## src/rtl/mem_wb_stage.sv

```systemverilog
// MEM stage with MEM/WB pipeline register.
// It issues loads and stores to a variable-latency data memory over req/ack, stalls upstream stages while an access is pending, and aborts the access on timeout.
module mem_wb_stage #(
    parameter int unsigned TIMEOUT_CYCLES = 255
) (
    input  logic        clk_i,
    input  logic        rst_i,
    input  logic [31:0] ALUresult_i,
    input  logic [31:0] RS2data_i,
    input  logic [4:0]  RDaddr_i,
    input  logic        MemWrite_i,
    input  logic        MemRead_i,
    input  logic        MemtoReg_i,
    input  logic        RegWrite_i,
    output logic        dmem_req_o,
    output logic        dmem_we_o,
    output logic [31:0] dmem_addr_o,
    output logic [31:0] dmem_wdata_o,
    input  logic        dmem_ack_i,
    input  logic [31:0] dmem_rdata_i,
    output logic        stall_o,
    output logic        err_o,
    output logic [31:0] ALUresult_o,
    output logic [31:0] ReadData_o,
    output logic [4:0]  RDaddr_o,
    output logic        MemtoReg_o,
    output logic        RegWrite_o
);

    typedef enum logic {
        S_IDLE = 1'b0,
        S_BUSY = 1'b1
    } state_t;

    localparam logic [15:0] CNT_LAST = 16'(TIMEOUT_CYCLES - 32'd1);
    localparam logic [15:0] CNT_MAX  = 16'hFFFF;

    state_t      state_q, state_d;
    logic [15:0] cnt_q, cnt_d;
    logic        err_q, err_d;
    logic        req_q, req_d;
    logic        we_q, we_d;
    logic [31:0] addr_q, addr_d;
    logic [31:0] wdata_q, wdata_d;
    logic [31:0] alu_q, alu_d;
    logic [31:0] rdata_q, rdata_d;
    logic [4:0]  rd_q, rd_d;
    logic        m2r_q, m2r_d;
    logic        rw_q, rw_d;

    logic        memop_s;
    logic        busy_s;
    logic        timeout_hit_s;
    logic        done_s;

    // Access completion decode; a timeout counts as completion.
    always_comb begin
        memop_s       = MemRead_i | MemWrite_i;
        busy_s        = (state_q == S_BUSY);
        timeout_hit_s = busy_s & ~dmem_ack_i & (cnt_q == CNT_LAST);
        done_s        = busy_s & (dmem_ack_i | timeout_hit_s);
    end

    assign stall_o = memop_s & ~done_s;

    // State register.
    always_ff @(posedge clk_i or negedge rst_i) begin
        if (!rst_i) begin
            state_q <= S_IDLE;
        end else begin
            state_q <= state_d;
        end
    end

    // Next-state logic.
    always_comb begin
        state_d = state_q;
        case (state_q)
            S_IDLE: begin
                if (memop_s) begin
                    state_d = S_BUSY;
                end else begin
                    state_d = S_IDLE;
                end
            end
            S_BUSY: begin
                if (done_s) begin
                    state_d = S_IDLE;
                end else begin
                    state_d = S_BUSY;
                end
            end
            default: state_d = S_IDLE;
        endcase
    end

    // Next values for the memory interface, timeout counter and MEM/WB register.
    always_comb begin
        cnt_d   = cnt_q;
        err_d   = err_q;
        req_d   = req_q;
        we_d    = we_q;
        addr_d  = addr_q;
        wdata_d = wdata_q;
        alu_d   = alu_q;
        rdata_d = rdata_q;
        rd_d    = rd_q;
        m2r_d   = m2r_q;
        rw_d    = rw_q;
        case (state_q)
            S_IDLE: begin
                if (memop_s) begin
                    // A load with MemWrite also set is treated as a store.
                    req_d   = 1'b1;
                    we_d    = MemWrite_i;
                    addr_d  = ALUresult_i;
                    wdata_d = RS2data_i;
                    cnt_d   = 16'd0;
                    rw_d    = 1'b0;
                    m2r_d   = 1'b0;
                end else begin
                    alu_d   = ALUresult_i;
                    rd_d    = RDaddr_i;
                    m2r_d   = MemtoReg_i;
                    rw_d    = RegWrite_i;
                    rdata_d = 32'd0;
                end
            end
            S_BUSY: begin
                if (done_s) begin
                    req_d = 1'b0;
                    alu_d = ALUresult_i;
                    rd_d  = RDaddr_i;
                    m2r_d = MemtoReg_i;
                    rw_d  = RegWrite_i;
                    err_d = err_q | timeout_hit_s;
                    if (dmem_ack_i && !we_q) begin
                        rdata_d = dmem_rdata_i;
                    end else begin
                        rdata_d = 32'd0;
                    end
                end else begin
                    rw_d  = 1'b0;
                    m2r_d = 1'b0;
                    if (cnt_q != CNT_MAX) begin
                        cnt_d = cnt_q + 16'd1;
                    end else begin
                        cnt_d = cnt_q;
                    end
                end
            end
            default: begin
                req_d = 1'b0;
                rw_d  = 1'b0;
                m2r_d = 1'b0;
            end
        endcase
    end

    // Datapath and output registers.
    always_ff @(posedge clk_i or negedge rst_i) begin
        if (!rst_i) begin
            cnt_q   <= 16'd0;
            err_q   <= 1'b0;
            req_q   <= 1'b0;
            we_q    <= 1'b0;
            addr_q  <= 32'd0;
            wdata_q <= 32'd0;
            alu_q   <= 32'd0;
            rdata_q <= 32'd0;
            rd_q    <= 5'd0;
            m2r_q   <= 1'b0;
            rw_q    <= 1'b0;
        end else begin
            cnt_q   <= cnt_d;
            err_q   <= err_d;
            req_q   <= req_d;
            we_q    <= we_d;
            addr_q  <= addr_d;
            wdata_q <= wdata_d;
            alu_q   <= alu_d;
            rdata_q <= rdata_d;
            rd_q    <= rd_d;
            m2r_q   <= m2r_d;
            rw_q    <= rw_d;
        end
    end

    assign dmem_req_o   = req_q;
    assign dmem_we_o    = we_q;
    assign dmem_addr_o  = addr_q;
    assign dmem_wdata_o = wdata_q;
    assign err_o        = err_q;
    assign ALUresult_o  = alu_q;
    assign ReadData_o   = rdata_q;
    assign RDaddr_o     = rd_q;
    assign MemtoReg_o   = m2r_q;
    assign RegWrite_o   = rw_q;

endmodule

```

## config.mk

```make
export PLATFORM = sky130hd
export DESIGN_NAME = mem_wb_stage
export DESIGN_NICKNAME = d
export VERILOG_FILES = /design/src/rtl/mem_wb_stage.sv
export SDC_FILE = /design/constraint.sdc
export NUM_CORES = 1
export LEC_CHECK = 0
export ABC_AREA = 1
export BUFFER_PORTS_ARGS = -buffer_cell sky130_fd_sc_hd__buf_2
export CAP_MARGIN = 30
export CORE_MARGIN = 8
export CORE_UTILIZATION = 44
export DETAILED_ROUTE_END_ITERATION = 7
export GPL_TIMING_DRIVEN = 0
export HOLD_SLACK_MARGIN = 0.12
export PLACE_DENSITY = 0.81
export SYNTH_ARGS = -nofsm -noshare
export SYNTH_HDL_FRONTEND = slang
export SYNTH_SLANG_ARGS = --single-unit
```

## constraint.sdc

```tcl
create_clock -name clk_i -period 1.4 [get_ports clk_i]
set_input_delay 0.07 -clock clk_i [delete_from_list [all_inputs] [get_ports clk_i]]
set_output_delay 0.07 -clock clk_i [all_outputs]
set_load 0.01 [all_outputs]
```

== Word-level counts from Yosys, hierarchy flattened ==
Cells that the tools add are included.
Operators by class
  add/subtract/negate cells: 1
  eq/ne operators: 7
  mux-type cells: 26
  bitwise operators: 10
  reduce and logical (&&, ||, !) cells: 7
Operator list (count)
  32-bit two-way mux: 5
  32-bit case mux with 2 select lines: 2
  16-bit two-way mux: 3
  16-bit case mux with 2 select lines: 1
  16-bit by 1-bit adder with 16-bit output, second input constant: 1
  16-bit by 8-bit == test with 1-bit output, second input constant: 1
  16-bit != test, second input constant: 1
  5-bit two-way mux: 2
  5-bit case mux with 2 select lines: 1
  1-bit two-way mux: 8
  1-bit case mux with 2 select lines: 4
  2-bit AND reduction: 4
  2-bit != test, second input constant: 3
  1-bit AND: 4
  2-bit by 1-bit != test with 1-bit output, second input constant: 2
  1-bit inverter: 3
  1-bit OR: 3
  3-bit AND reduction: 1
  1-bit logical AND: 1
  1-bit zero test: 1
Word-level totals
  bits in registers: 155
  word-level logic and storage cells: 63

== Depth between registers and ports, before layout ==
Gate-level depths: netlist (run 1).
  depth in word-level cells: 7
  depth in mapped cells: 11
  depth with buffers taken out: 9

== Least setup slack after synthesis (run 1) ==
OpenSTA, ideal clock, no wires.
  path kind: register -> register
  start: reg cnt_q[0]
  end: reg cnt_q[11]
  library setup time: 0.117 ns
  arrival time: 1.416 ns
  path slack: -0.132 ns
  cell stages (with the launch flop): 10
  clock period less this slack: 1.532 ns
  cells stage by stage: dfrtp_1 -> ha_1 -> nand3_1 -> nor2_1 -> nand3_2 -> nand3_2 -> nor2_4 -> buf_6 -> nand2_1 -> nand2_1
On the way
  word-level cells in the longest chain between the ends: 6
  elaborated cells between the ends (all ways): 12
  those cells by class: 1 x add/sub; 4 x eq/ne; 3 x mux; 3 x bitwise; 1 x reduce/logical
Ends and longest elaborated chain
  start: declaration: RTL line 39  | logic [15:0] cnt_q, cnt_d;
  start signal: assignment: RTL line 175  | cnt_q <= cnt_d;
  branches (longest 6 deep; another with 16-bit by 1-bit adder with 16-bit output)
Parallel ways; which one is timed is not known. The select of a mux whose other input is x is not followed.
A chain may end at the register's enable or synchronous reset.

== Worst setup path after layout (run 1) ==
  start: reg cnt_q[0]
  end: reg alu_q[7] (netlist: ALUresult_o[7])
On the way
  word-level cells in the longest chain between the ends: 6
Ends and longest elaborated chain
  16-bit by 8-bit == test with 1-bit output: RTL line 60  | timeout_hit_s = busy_s & ~dmem_ack_i & (cnt_q == CNT_LAST);
  1-bit AND: RTL line 60
  1-bit OR: RTL line 61  | done_s = busy_s & (dmem_ack_i | timeout_hit_s);
  1-bit AND: RTL line 61
  2-bit by 1-bit != test with 1-bit output (no line)
  2-bit AND reduction (no line)
  end signal: assignment: RTL line 181  | alu_q <= alu_d;
  end: declaration: RTL line 45  | logic [31:0] alu_q, alu_d;
Every way passes these cells.

==> summary.txt, run 1 <==
Status
  – Run status: finished with violations
  – Failing checks: negative hold slack, negative setup slack

Drt
  – Via count: 6823
  – WL/cell: 19.01 um
  – Drt first-iter violations: 416
  – # DRC: 0
  – First-pass iteration count of the detailed router: 5
  – Final wirelength: 25480 um
  – Antenna Nets Post-Route: 0
  – Vias per Instance: 5.092

STA
  – WHS: -106.9 ps
  – Final hold violation count: 1
  – RSZ-0062 raised after global routing: yes
  – Worst Skew: 10.94 ps
  – Fin crit share: 125.3%
  – Final worst path period need: 1755 ps
  – Relative slew slack: 57.49%
  – Final setup violation count: 89
  – Fin. max-slew vios: 0
  – Worst-Margin Slew: 637.6 ps
  – Peak Freq: 0.5699 GHz
  – Post-route setup slack: -354.6 ps

Critical path
  – Nature of the critical path endpoint: flop
  – Setup CP Type: flop to flop
  – Critical Path AT: 2050 ps
  – Worst-path fanout max: 6
  – Worst EP required: 1690 ps
  – CP startpoint kind: flop

Floorplan
  – Full die area: 18780 um^2
  – Ports: 247
  – Starting Density: 44.70%
  – # rows: 44
  – Die H: 137.1 um
  – Core ar.: 14420 um^2
  – DIE WIDTH: 137.1 um

Place
  – Placement Cell Area: 7955 um^2
  – Buffers on Ports: 246
  – Worst slack, placed: -507.7 ps
  – Placed Cells incl. Taps: 1172
  – HPWL after DPL: 14280 um
  – Placer Congestion: 0.9297

CTS
  – CTS H-tree depth: 4
  – Clock sinks: 155
  – CTS Root Buffer Type: clkbuf_16
  – CTS tree: done
  – Total CTS buffers: 17
  – Clk_lat worst skew: 420 ps
  – Bufs on Longest Clock Path: 2
  – # hold bufs at CTS: 104
  – Worst-path clk slew: 60 ps

Final layout
  – N_diodes: 0
  – Share of cells above drive strength 1: 41.35%
  – Final instance area: 10730 um^2
  – Synthesis-to-layout area growth: 66.48%
  – Most frequent cells in the layout: buf_2, nand2_1, dfrtp_1, dlygate4sd3_1, inv_1
  – Nets: 1254
  – Final Instance Count excl. Fillers: 1340
  – Final core utilization: 74.42%
  – Commonest non-fill, non-tap cell in the layout: buf_2

Synthesis
  – Unique masters post-synth: 26
  – Yosys reg bits: 155
  – Post-synthesis average cell area: 8.701 um^2
  – Post-Synthesis Cells: 741
  – Synth area leader: dfrtp_1
  – Synth Warn #: 0
  – Synth area leaders: dfrtp_1, nand2_1, inv_1, o21ai_0, o21ai_1
  – Post-synthesis sequential area ratio: 60.16%
  – Syn Nets: 851
  – Area share of the largest cell type after synthesis: 60.16%
  – Mapped Area: 6447 um^2

Pwr
  – Pwr/cell area: 1702 nW/um^2
  – Internal power: 11.60 mW
  – Clock Power Share: 25.9%
  – VDD IR max: 1.093 mV
  – Comb power frac: 36.9%
  – Flop pwr share: 37.2%
  – Pleak: 5.840 nW
  – P_sw: 6.662 mW
  – Switching Fraction: 36.47%

GRT
  – GR Overflow Total: 0
  – Vias in the first global route: 6822
  – Largest net degree at the start of global routing: 88
  – Initial antenna violation count: 0
  – All-Layer GR Usage: 24.11%
  – Global-route wire length before repair: 35340 um

Hold path
  – Hold Path Class: primary input to flop

Flow run
  – Maxcap violations: 0
-- logic make-up (layout without fill, tap and decap cells) --
kind of cell / count (synthesis) / after routing / synth area share [%]
simple gates: 356 / 356 / 22.16
flops: 155 / 155 / 60.16
buf+inv: 117 / 532 / 8.112
compound gates: 104 / 104 / 8.228
xor+xnor: 7 / 7 / 0.9509
fa+ha+maj: 2 / 2 / 0.3881
-- metrics by stage --
| step | setup TNS (ps) | power, mW |
|---|---|---|
| final | -23110 | 18.27 |
| after global routing | -28630 | 19.12 |
| after CTS | -15650 | 16.68 |
| after detailed placement | -55620 | 11.32 |
| after global placement | -359350 | 11.13 |
| after floorplan | -6352 | 8.929 |
-- critical path: stages, from the launching register on --
cell       delay (ps)
dfrtp_1           400
inv_1              70
ha_2              200
nand3_2            80
nor2_2            100
nand2_2            70
nand3_4           100
nand2_8           100
clkbuf_16         190
clkbuf_16         170
nand2_2            60
o21ai_1            80
-- synthesized netlist by cell type --
library cell / n
buf_2: 10
xor2_1: 5
nor2_1: 44
nand4_4: 1
inv_1: 81
buf_6: 9
o21ai_2: 2
buf_4: 1
ha_1: 2
o21ai_0: 50
xnor2_1: 2
clkbuf_1: 12
o21ai_1: 49
nand2_4: 1
inv_2: 4
nor2_4: 1
nand2_2: 1
nand3_2: 4
nand4_1: 4
dfrtp_1: 155
nand2_1: 284
nor2_2: 2
a21oi_1: 2
nor3_1: 1
o21a_1: 1
nand3_1: 13
-- metal layers --
| metal | vias to the layer above | part of all wire [%] | track usage, % |
|---|---|---|---|
| met5 | - | 0 | 0 |
| met4 | 0 | 4.8 | 14.24 |
| met2 | 376 | 52 | 40.47 |
| li1 | 3092 | - | - |
| met3 | 88 | 8.4 | 6.791 |
| met1 | 3267 | 35 | 26.85 |
-- timing repair --
action | in CTS | in global routing
resized for setup | 57 | 186
setup buffers | 15 | 7
endpoints found under the setup margin | 154 | 132
endpoints found under the hold margin | 204 | 1
pin swaps | 10 | 5
gates cloned | 3 | 8
-- flip-flops by register name (all words and copies together), names as in the netlist --
register and flops:
ALUresult_o 32, MemtoReg_o 1, RDaddr_o 5, ReadData_o 32, RegWrite_o 1, busy_s 1, cnt_q 16, dmem_addr_o 32
dmem_req_o 1, dmem_wdata_o 32, dmem_we_o 1, err_o 1
-- power groups by stage --
stage	registers, mW	clock network [mW]	logic, mW
after floorplan	7.12	0	1.81
after global placement	6.49	0	4.64
after detailed placement	6.53	0	4.79
after CTS	6.50	4.74	5.44
after global routing	6.92	4.96	7.25
final	6.80	4.73	6.74
-- final timing paths --
kind,cells past startpoint,startpoint,end,slack [ps]
max,11,cnt_q[0],ALUresult_o[7],-350
min,3,MemWrite_i,dmem_we_o,-110
max reg2reg,11,cnt_q[0],ALUresult_o[7],-350
min reg2reg,2,dmem_wdata_o[19],dmem_wdata_o[19],470
max in group asynchronous,3,rst_i,RDaddr_o[4],330
min in group asynchronous,2,rst_i,dmem_wdata_o[15],210
-- area by class of cell --
cell class / instances / area [um^2]
clock inverters: 10 / 141.4
multi-input cells: 469 / 2611
clock buffers: 21 / 450.4
fillers: 914 / 3690
plain buffers: 32 / 340.3
well taps: 184 / 230.2
repair buffers: 384 / 2754
flip-flops and latches: 155 / 3882
inverters: 85 / 324.1
Power figures use the tool's default switching activity.
==> inputs of run 2 (changes only) <==
--- a/config.mk
+++ b/config.mk
@@ -14,6 +14,7 @@
 export GPL_TIMING_DRIVEN = 0
 export HOLD_SLACK_MARGIN = 0.12
 export PLACE_DENSITY = 0.81
+export REMOVE_ABC_BUFFERS = 1
 export SYNTH_ARGS = -nofsm -noshare
 export SYNTH_HDL_FRONTEND = slang
 export SYNTH_SLANG_ARGS = --single-unit
==> summary.txt, run 2 (synthesized netlist as in run 1, its figures left out) <==
Critical path
  – RR Startpoint: cnt_q[0]
  – Critical-path top delay cell: dfrtp_1
  – Buffers & Inverters on Critical Path: 3 (unchanged)
  – Top delay family on crit path: simple AND/OR/NAND/NOR gates
  – R2R setup slack: -360 ps (about the same)
  – Critical Path AT: 2100 ps (+50 ps)
  – Worst-path cell chain: inv_1 -> ha_2 -> nand3_2 -> nor2_2 -> nand2_2 -> nand3_4 -> nand2_8 -> buf_4 -> buf_16 -> o21ai_1
  – CP startpoint kind: flop
  – Nature of the critical path endpoint: flop
  – Register-to-Register Path Depth: 10 (-1)
  – Setup CP Type: flop to flop
  – Worst-path fanout max: 8 (+2)
  – FF-to-FF End: ALUresult_o[22]
  – Critical Path Max Stage Delay: 400 ps (about the same)
  – Worst EP required: 1740 ps (+50 ps)

GRT
  – Largest net degree at the start of global routing: 91 (+3.4%)
  – Initial antenna violation count: 0 (unchanged)
  – Global-route wire length before repair: 37230 um (+5.3%)
  – All-Layer GR Usage: 25.93% (+1.8 points)
  – GR Overflow Total: 0 (unchanged)
  – Vias in the first global route: 6822 (unchanged)

Floorplan
  – Starting Density: 44.70% (unchanged)
  – Core ar.: 14420 um^2 (unchanged)
  – # rows: 44 (unchanged)
  – Ports: 247 (unchanged)
  – DIE WIDTH: 137.1 um (unchanged)
  – Full die area: 18780 um^2 (unchanged)
  – Die H: 137.1 um (unchanged)

Status
  – Run status: finished with violations
  – Failing checks: negative setup slack

Pwr
  – Pleak: 6.214 nW (+6.4%)
  – VDD IR max: 0.9941 mV (-9.0%)
  – Pwr/cell area: 1712 nW/um^2 (+0.58%)

Drt
  – WL/cell: 22.58 um (+19%)
  – Vias per Instance: 5.406 (+6.2%)
  – First-pass iteration count of the detailed router: 5 (unchanged)
  – Via count: 7325 (+7.4%)
  – # DRC: 0 (unchanged)
  – Final wirelength: 30600 um (+20%)
  – Antenna Nets Post-Route: 0 (unchanged)
  – Drt first-iter violations: 621 (+49%)

STA
  – Relative slew slack: 58.63% (+1.1 points)
  – WHS: 192.8 ps (+299.7 ps)
  – Final hold violation count: 0 (-1)
  – Worst-Margin Slew: 620.5 ps (-17.15 ps)
  – Post-route setup slack: -361.1 ps (-6.515 ps)
  – Final setup violation count: 139 (+56%)
  – RSZ-0062 raised after global routing: yes
  – Worst Skew: 9.852 ps (-1.084 ps)
  – Fin crit share: 125.8% (+0.47 points)
  – Peak Freq: 0.5678 GHz (-0.37%)
  – Fin. max-slew vios: 0 (unchanged)
  – Final worst path period need: 1761 ps (+6.515 ps)

Final layout
  – Final Instance Count excl. Fillers: 1355 (+1.1%)
  – Final core utilization: 80.84% (+6.4 points)
  – Share of cells above drive strength 1: 48.59% (+7.2 points)
  – Final instance area: 11660 um^2 (+8.6%)
  – Nets: 1268 (+1.1%)
  – Synthesis-to-layout area growth: 80.85%
  – Commonest non-fill, non-tap cell in the layout: buf_2
  – N_diodes: 0 (unchanged)
  – Most frequent cells in the layout: buf_2, nand2_1, dfrtp_1, dlygate4sd3_1, inv_1

CTS
  – Bufs on Longest Clock Path: 2 (unchanged)
  – Clk_lat worst skew: 440 ps (+20 ps)
  – CTS tree: done
  – CTS H-tree depth: 4 (unchanged)
  – Clock sinks: 155 (unchanged)
  – Total CTS buffers: 17 (unchanged)
  – CTS Root Buffer Type: clkbuf_16
  – Worst-path clk slew: 70 ps (about the same)

Flow run
  – Maxcap violations: 0 (unchanged)

Place
  – HPWL after DPL: 12880 um (-9.8%)
  – Placer Congestion: 0.8605 (-7.4%)
  – Placed Cells incl. Taps: 1144 (-2.4%)
  – Buffers on Ports: 246 (unchanged)
  – Placement Cell Area: 7851 um^2 (-1.3%)

Hold path
  – Hold Path Class: primary input to asynchronous set/reset pin
[run 2: layer usage]
metal | part of all wire, % | routed length [um] | track usage, % | vias up
met4 | 5.5 | 1691 | 11.77 | 0
met2 | 49 | 15060 | 44.67 | 543
met1 | 35 | 10650 | 29.01 | 3506
met3 | 10 | 3193 | 7.746 | 149
met5 | 0 | 0 | 0 | -
li1 | - | - | - | 3127
[run 2: cell type report]
class                      instances  area [um^2]
timing repair inverter             1        11.26
tap                              184        230.2
inverter                          85        350.3
multi-input combinational        473         3029
clock buffer                      19        442.9
sequential                       155         3887
timing repair buffer             425         3576
fill                             767         2764
clock inverter                    13        132.6
[run 2: stage by stage]
step	power (mW)	setup slack, ps	setup TNS, ps
5_1_grt	20.71	-426.9	-35300
6_report	19.96	-361.1	-28770
4_1_cts	17.22	-273.1	-17520
3_5_place_dp	11.12	-1396	-131510
2_1_floorplan	8.683	-1525	-162180
3_3_place_gp	10.79	-2903	-640240
[run 2: how the worst max path moves through the flow]
stage | start | to | slack (ps) | cells past startpoint
finish | cnt_q[0] | ALUresult_o[22] | -360 | 10
detailed placement | busy_s | ReadData_o[10] | -1400 | 8
global route | cnt_q[0] | ReadData_o[14] | -430 | 10
floorplan | busy_s | ALUresult_o[29] | -1520 | 5
global placement | busy_s | ReadData_o[8] | -2900 | 5
CTS | cnt_q[2] | stall_o | -270 | 6
[run 2: power by group]
part	switching, mW	internal (mW)	total [mW]	leakage (nW)
combinational	4.56	3.79	8.36	3.99
clock	2.06	2.55	4.60	0.275
sequential	1.22	5.78	7.00	1.94
[run 2: what timing repair did]
item | 4_1_cts | 5_1_grt
pin swaps | 12 | 13
hold buffers | 105 | 0
resized for setup | 57 | 311
hold endpoints to repair | 201 | 0
cloned | 15 | 15
endpoints found under the setup margin | 156 | 107
setup buffers | 25 | 25
